## config.mk

```make
export PLATFORM = sky130hd
export DESIGN_NAME = seq_alu
export DESIGN_NICKNAME = d
export VERILOG_FILES = /design/src/rtl/seq_alu.sv
export SDC_FILE = /design/constraint.sdc
export NUM_CORES = 1
export LEC_CHECK = 0
export BUFFER_PORTS_ARGS = -buffer_cell sky130_fd_sc_hd__buf_2
export CAP_MARGIN = 10
export CORE_ASPECT_RATIO = 0.9
export CORE_MARGIN = 5
export CORE_UTILIZATION = 50
export DETAILED_ROUTE_END_ITERATION = 8
export PLACE_DENSITY = 0.72
export SETUP_SLACK_MARGIN = 0.4
export SLEW_MARGIN = 0
export SYNTH_ARGS = -nofsm -noshare
export SYNTH_HDL_FRONTEND = slang
export SYNTH_SLANG_ARGS = --single-unit
```

## constraint.sdc

```tcl
create_clock -name i_clk -period 5.3 [get_ports i_clk]
set_input_delay 0.265 -clock i_clk [delete_from_list [all_inputs] [get_ports i_clk]]
set_output_delay 0.265 -clock i_clk [all_outputs]
set_load 0.02 [all_outputs]
```

## src/rtl/seq_alu.sv

```systemverilog
// Handshaked multi-cycle ALU: single-cycle add/nand/sub/xor, iterative
// shift-add multiply and bit-serial shifts, results held until accepted.
module seq_alu #(
    parameter int p_WORD_LEN  = 16,
    parameter int p_SHAMT_LEN = $clog2(p_WORD_LEN)
) (
    input  logic                  i_clk,
    input  logic                  i_rst,
    input  logic                  i_valid,
    output logic                  o_ready,
    input  logic [2:0]            i_op,
    input  logic [p_WORD_LEN-1:0] i_ina,
    input  logic [p_WORD_LEN-1:0] i_inb,
    output logic                  o_valid,
    input  logic                  i_ready,
    output logic [p_WORD_LEN-1:0] o_out,
    output logic                  o_eq,
    output logic                  o_carry
);

    localparam int W  = p_WORD_LEN;
    localparam int CW = $clog2(p_WORD_LEN) + 1;

    localparam logic [2:0] OP_ADD  = 3'b000;
    localparam logic [2:0] OP_NAND = 3'b001;
    localparam logic [2:0] OP_SUB  = 3'b010;
    localparam logic [2:0] OP_XOR  = 3'b011;
    localparam logic [2:0] OP_MUL  = 3'b100;
    localparam logic [2:0] OP_SHL  = 3'b101;
    localparam logic [2:0] OP_SRL  = 3'b110;

    typedef enum logic [1:0] {
        S_IDLE = 2'd0,
        S_BUSY = 2'd1,
        S_DONE = 2'd2
    } state_t;

    state_t r_state;
    state_t w_state_next;

    logic [W-1:0]   r_out;
    logic           r_eq;
    logic           r_carry;
    logic [CW-1:0]  r_cnt;
    logic           r_is_mul;
    logic           r_is_left;
    logic [2*W-1:0] r_mcand;
    logic [W-1:0]   r_mplier;
    logic [2*W-1:0] r_acc;
    logic [W-1:0]   r_shift;

    logic                   w_accept;
    logic                   w_multi;
    logic                   w_last;
    logic [p_SHAMT_LEN-1:0] w_shamt;
    logic [W:0]             w_add;
    logic [W:0]             w_sub;
    logic [W-1:0]           w_nand;
    logic [W-1:0]           w_xor;
    logic [W-1:0]           w_single_out;
    logic                   w_single_carry;
    logic [2*W-1:0]         w_acc_step;
    logic [W-1:0]           w_shift_step;

    assign w_accept = i_valid && o_ready;
    assign w_shamt  = i_inb[p_SHAMT_LEN-1:0];
    assign w_last   = (r_cnt == CW'(1));
    assign w_multi  = (i_op == OP_MUL) ||
                      (((i_op == OP_SHL) || (i_op == OP_SRL)) && (w_shamt != '0));

    // Carry of ina + ~inb + 1, so 1 means no borrow.
    assign w_add = {1'b0, i_ina} + {1'b0, i_inb};
    assign w_sub = {1'b0, i_ina} + {1'b0, ~i_inb} + (W+1)'(1);

    genvar gi;
    generate
        for (gi = 0; gi < W; gi++) begin : g_bitwise
            assign w_nand[gi] = ~(i_ina[gi] & i_inb[gi]);
            assign w_xor[gi]  = i_ina[gi] ^ i_inb[gi];
        end
    endgenerate

    always_comb begin
        w_single_out   = '0;
        w_single_carry = 1'b0;
        case (i_op)
            OP_ADD: begin
                w_single_out   = w_add[W-1:0];
                w_single_carry = w_add[W];
            end
            OP_NAND: w_single_out = w_nand;
            OP_SUB: begin
                w_single_out   = w_sub[W-1:0];
                w_single_carry = w_sub[W];
            end
            OP_XOR: w_single_out = w_xor;
            OP_SHL,
            OP_SRL: w_single_out = i_ina;
            default: w_single_out = '0;
        endcase
    end

    assign w_acc_step   = r_mplier[0] ? (r_acc + r_mcand) : r_acc;
    assign w_shift_step = r_is_left ? (r_shift << 1) : (r_shift >> 1);

    always_ff @(posedge i_clk or posedge i_rst) begin
        if (i_rst) begin
            r_state <= S_IDLE;
        end else begin
            r_state <= w_state_next;
        end
    end

    always_comb begin
        w_state_next = r_state;
        if (w_accept) begin
            w_state_next = w_multi ? S_BUSY : S_DONE;
        end else begin
            case (r_state)
                S_BUSY:  if (w_last) w_state_next = S_DONE;
                S_DONE:  if (i_ready) w_state_next = S_IDLE;
                default: w_state_next = r_state;
            endcase
        end
    end

    always_comb begin
        o_valid = (r_state == S_DONE);
        o_ready = !i_rst && ((r_state == S_IDLE) || ((r_state == S_DONE) && i_ready));
        o_out   = r_out;
        o_eq    = r_eq;
        o_carry = r_carry;
    end

    // Accept and BUSY stepping are mutually exclusive since o_ready is low in BUSY.
    always_ff @(posedge i_clk or posedge i_rst) begin
        if (i_rst) begin
            r_out     <= '0;
            r_eq      <= 1'b0;
            r_carry   <= 1'b0;
            r_cnt     <= '0;
            r_is_mul  <= 1'b0;
            r_is_left <= 1'b0;
            r_mcand   <= '0;
            r_mplier  <= '0;
            r_acc     <= '0;
            r_shift   <= '0;
        end else if (w_accept) begin
            r_eq <= (i_ina == i_inb);
            if (!w_multi) begin
                r_out   <= w_single_out;
                r_carry <= w_single_carry;
            end else if (i_op == OP_MUL) begin
                r_is_mul <= 1'b1;
                r_mcand  <= {{W{1'b0}}, i_ina};
                r_mplier <= i_inb;
                r_acc    <= '0;
                r_cnt    <= CW'(W);
            end else begin
                r_is_mul  <= 1'b0;
                r_is_left <= (i_op == OP_SHL);
                r_shift   <= i_ina;
                r_cnt     <= CW'(w_shamt);
            end
        end else if (r_state == S_BUSY) begin
            r_cnt <= r_cnt - CW'(1);
            if (r_is_mul) begin
                r_acc    <= w_acc_step;
                r_mcand  <= r_mcand << 1;
                r_mplier <= r_mplier >> 1;
                if (w_last) begin
                    r_out   <= w_acc_step[W-1:0];
                    r_carry <= |w_acc_step[2*W-1:W];
                end
            end else begin
                r_shift <= w_shift_step;
                if (w_last) begin
                    r_out   <= w_shift_step;
                    r_carry <= 1'b0;
                end
            end
        end
    end

endmodule

```

==> impl_metrics.toml <==
[clock_network]
clock-sinks = 123
cts_tree = "built"
post_cts_resized = 0
post-cts-setup-buffer-count = 0
cts_max_level = 4
cts_max_path_buffers = 2
clk_pin_slew_ps = 70
cts_root_buffer = "clkbuf_16"
cts_buffers = 17
insertion_delay_ps = 440
cts_hold_buf = 0

[floorplan]
core_um2 = 19900
initial_core_util_pct = 50.5
die_w_um = 160
rows = 49
die_area_um2 = 23100
io_pins = 59
die_y_um = 145

[worst_setup_path]
cp-start-kind = "flop"
endpoint_kind = "flop"
cp_slowest_cell = "nand3_1"
path_max_fanout = 32
path_cells = "a211oi_1 > nand2_1 > nor3_1 > nor2_1 > nand2_1 > nand3_1 > nand2_1 > o21ai_0"
cp.arrival_ps = 4050
critPathMaxStageDelay_ps = 840
crit_required_ps = 5560
worstSetupPathType = "flop to flop"
path_common_cell = "nand2_1"

[sta]
whs_ps = 57.4
finalMaxSlewViolations = 0
worst_pin_slew_ps = 1250
setup_viol = 0
layout_min_cycle_time_ps = 3790
max_freq_ghz = 0.264
relSlewSlack_pct = 16.6
hold_viol = 0
fin_setup_tns_ps = 0
rsz0062_at_grt = "false"
period_share_pct = 71.5
finClkSkew_ps = 15.0

[finish]
register_area_um2 = 3080
utilization_pct = 55.5
final_nets = 1378
area_growth_pct = 9.75
multi_input_area_um2 = 6510
drive_above_1_share_pct = 10.4
nFillCells = 1827
antenna_cells = 0
fin_area_um2 = 11100

[synthesis]
synth_most_common_cell = "nand2_1"
synth.distinct_cells = 79
synth_edf_count = 0
netlist_area_um2 = 10100
syn_nets = 1371
synth_ff_type = "dfrtp_1"
yosys_warnings = 0
yosysSeqAreaShare_pct = 30.6
postSynthCellCount = 1264
ys_top_cells_by_count = "nand2_1 (177), o21ai_0 (151), dfrtp_1 (123), nor2_1 (95), a21oi_1 (92)"
yosysTopAreaCell = "dfrtp_1"
avgSynthCellArea_um2 = 7.97
ys_ff_latch = 123
yosysTopAreaCellShare_pct = 30.6
ys_async_sr_fraction_pct = 100
synth_area_leaders = "dfrtp_1 (31%), ha_1 (8.1%), o21ai_0 (7.5%), nand2_1 (6.6%), mux2i_1 (6.2%)"

[grt]
grt_pass1_vias = 9156
grt_pass1_wl_um = 49100
grt_max_degree = 79
grt_usage_pct = 26.6
antenna_found_initial = 0
grt-ovfl-total = 0

[status]
status = "finished clean"

[drt]
ant_nets = 0
wl_met2_um = 13400
wl_met3_um = 2480
wl_met1_um = 14200
num_vias = 9713
drtPass1Iterations = 7
wl_per_cell_um = 20.0
drc = 0
highest_layer = "met4"
drt_first_iter_violations = 1026
viasPerCell = 6.31
drt-total-wl_um = 30900

[power]
power_w = 0.00568
power_density_nw_per_um2 = 513
p_leak_nw = 4.87
vdd_drop_max_mv = 0.224

[placement]
io_buffers = 58
dp_hpwl_um = 22700
post_dp_cell_area_um2 = 10500
place_congestion = 0.933

[flow_run]
cap_violations = 0

[min_path]
hold_class = "input pin to asynchronous set/reset pin"
## placed cells by master, fill, tap and decap left out, types with 5 or more instances in the layout
cell / instances
a221o_1: 8
and3_1: 11
nand4_1: 6
a21oi_1: 92
a21o_1: 14
dfrtp_1: 123
a22o_1: 20
nand2b_1: 14
and2_1: 10
a221oi_1: 10
ha_1: 65
xor2_1: 8
mux2i_1: 62
o22ai_1: 10
a211oi_1: 15
o211ai_1: 9
or2_2: 5
o21ai_0: 150
or3_1: 6
xnor2_1: 20
a31oi_1: 12
buf_4: 12
o31ai_1: 6
a22oi_1: 7
nor3_1: 17
clkbuf_16: 17
nor2_1: 94
buf_2: 58
nor2b_1: 11
and4_1: 5
o21bai_1: 10
nand3_1: 34
nand2_1: 177
o21ai_1: 16
o21a_1: 6
inv_1: 43
## worst max-delay path, delay by kind of cell (launching register included)
kind | cells | cell delay, ps
AND/OR/NAND/NOR | 6 | 2730
AO/OA/AOI/OAI | 2 | 460
flip-flops | 1 | 410
## final timing paths
kind	slack (ps)	from	end	depth (start not counted)
min in group i_clk	130	i_inb[15]	r_mplier[15]	3
setup / recovery	1510	r_state[1]	r_shift[4]	8
hold / removal	60	i_rst	o_out[1]	2
max in group asynchronous	3980	i_rst	r_shift[6]	3
hold reg to reg	480	o_out[4]	o_out[4]	2
setup reg to reg	1510	r_state[1]	r_shift[4]	8
## through the flow
| step | cells | setup WS (ps) |
|---|---|---|
| floorplan | 1264 | 1760 |
| global placement | 1507 | 1720 |
| detailed placement | 1507 | 1460 |
| CTS | 1539 | 1560 |
| global route | 1539 | 1160 |
| finish | 1539 | 1510 |
## kinds of logic (layout without fill, tap and decap cells)
logic type,Yosys count,after routing,share of synthesized area (%)
mux,66,66,6.61
compound gates,440,440,28.2
buf+inv,128,148,4.94
simple gates,411,411,18.6
xor+xnor,28,28,2.44
fa+ha+maj,68,68,8.67
flops,123,123,30.6
## sequential cells by signal, indices dropped and copies added, names as in the netlist
register   count
r_shift       16
r_is_left      1
r_state        2
o_eq           1
o_carry        1
r_mcand       32
r_mplier      16
r_acc         32
o_out         16
r_cnt          5
r_is_mul       1
## layer usage
| metal | vias to the layer above | track usage [%] |
|---|---|---|
| met1 | 4598 | 37.6 |
| li1 | 4624 | - |
| met3 | 66 | 5.53 |
| met5 | - | 0 |
| met2 | 425 | 41.2 |
| met4 | 0 | 8.49 |
## report_power, final
group / leakage (nW) / switching [W] / internal [W]
sequential: 1.62 / 0.000359 / 0.00133
clock: 0.281 / 0.000500 / 0.000704
combinational: 2.96 / 0.00177 / 0.00102
## area by class of cell
type | instances | area share (%)
Inverter | 46 | 1.58
Tap cell | 255 | 2.89
Clock buffer | 18 | 3.88
Timing Repair Buffer | 70 | 3.44
Clock inverter | 14 | 1.47
Multi-Input combinational cell | 1013 | 58.9
Sequential cell | 123 | 27.8
No activity file was read; power rests on OpenSTA's default activity.
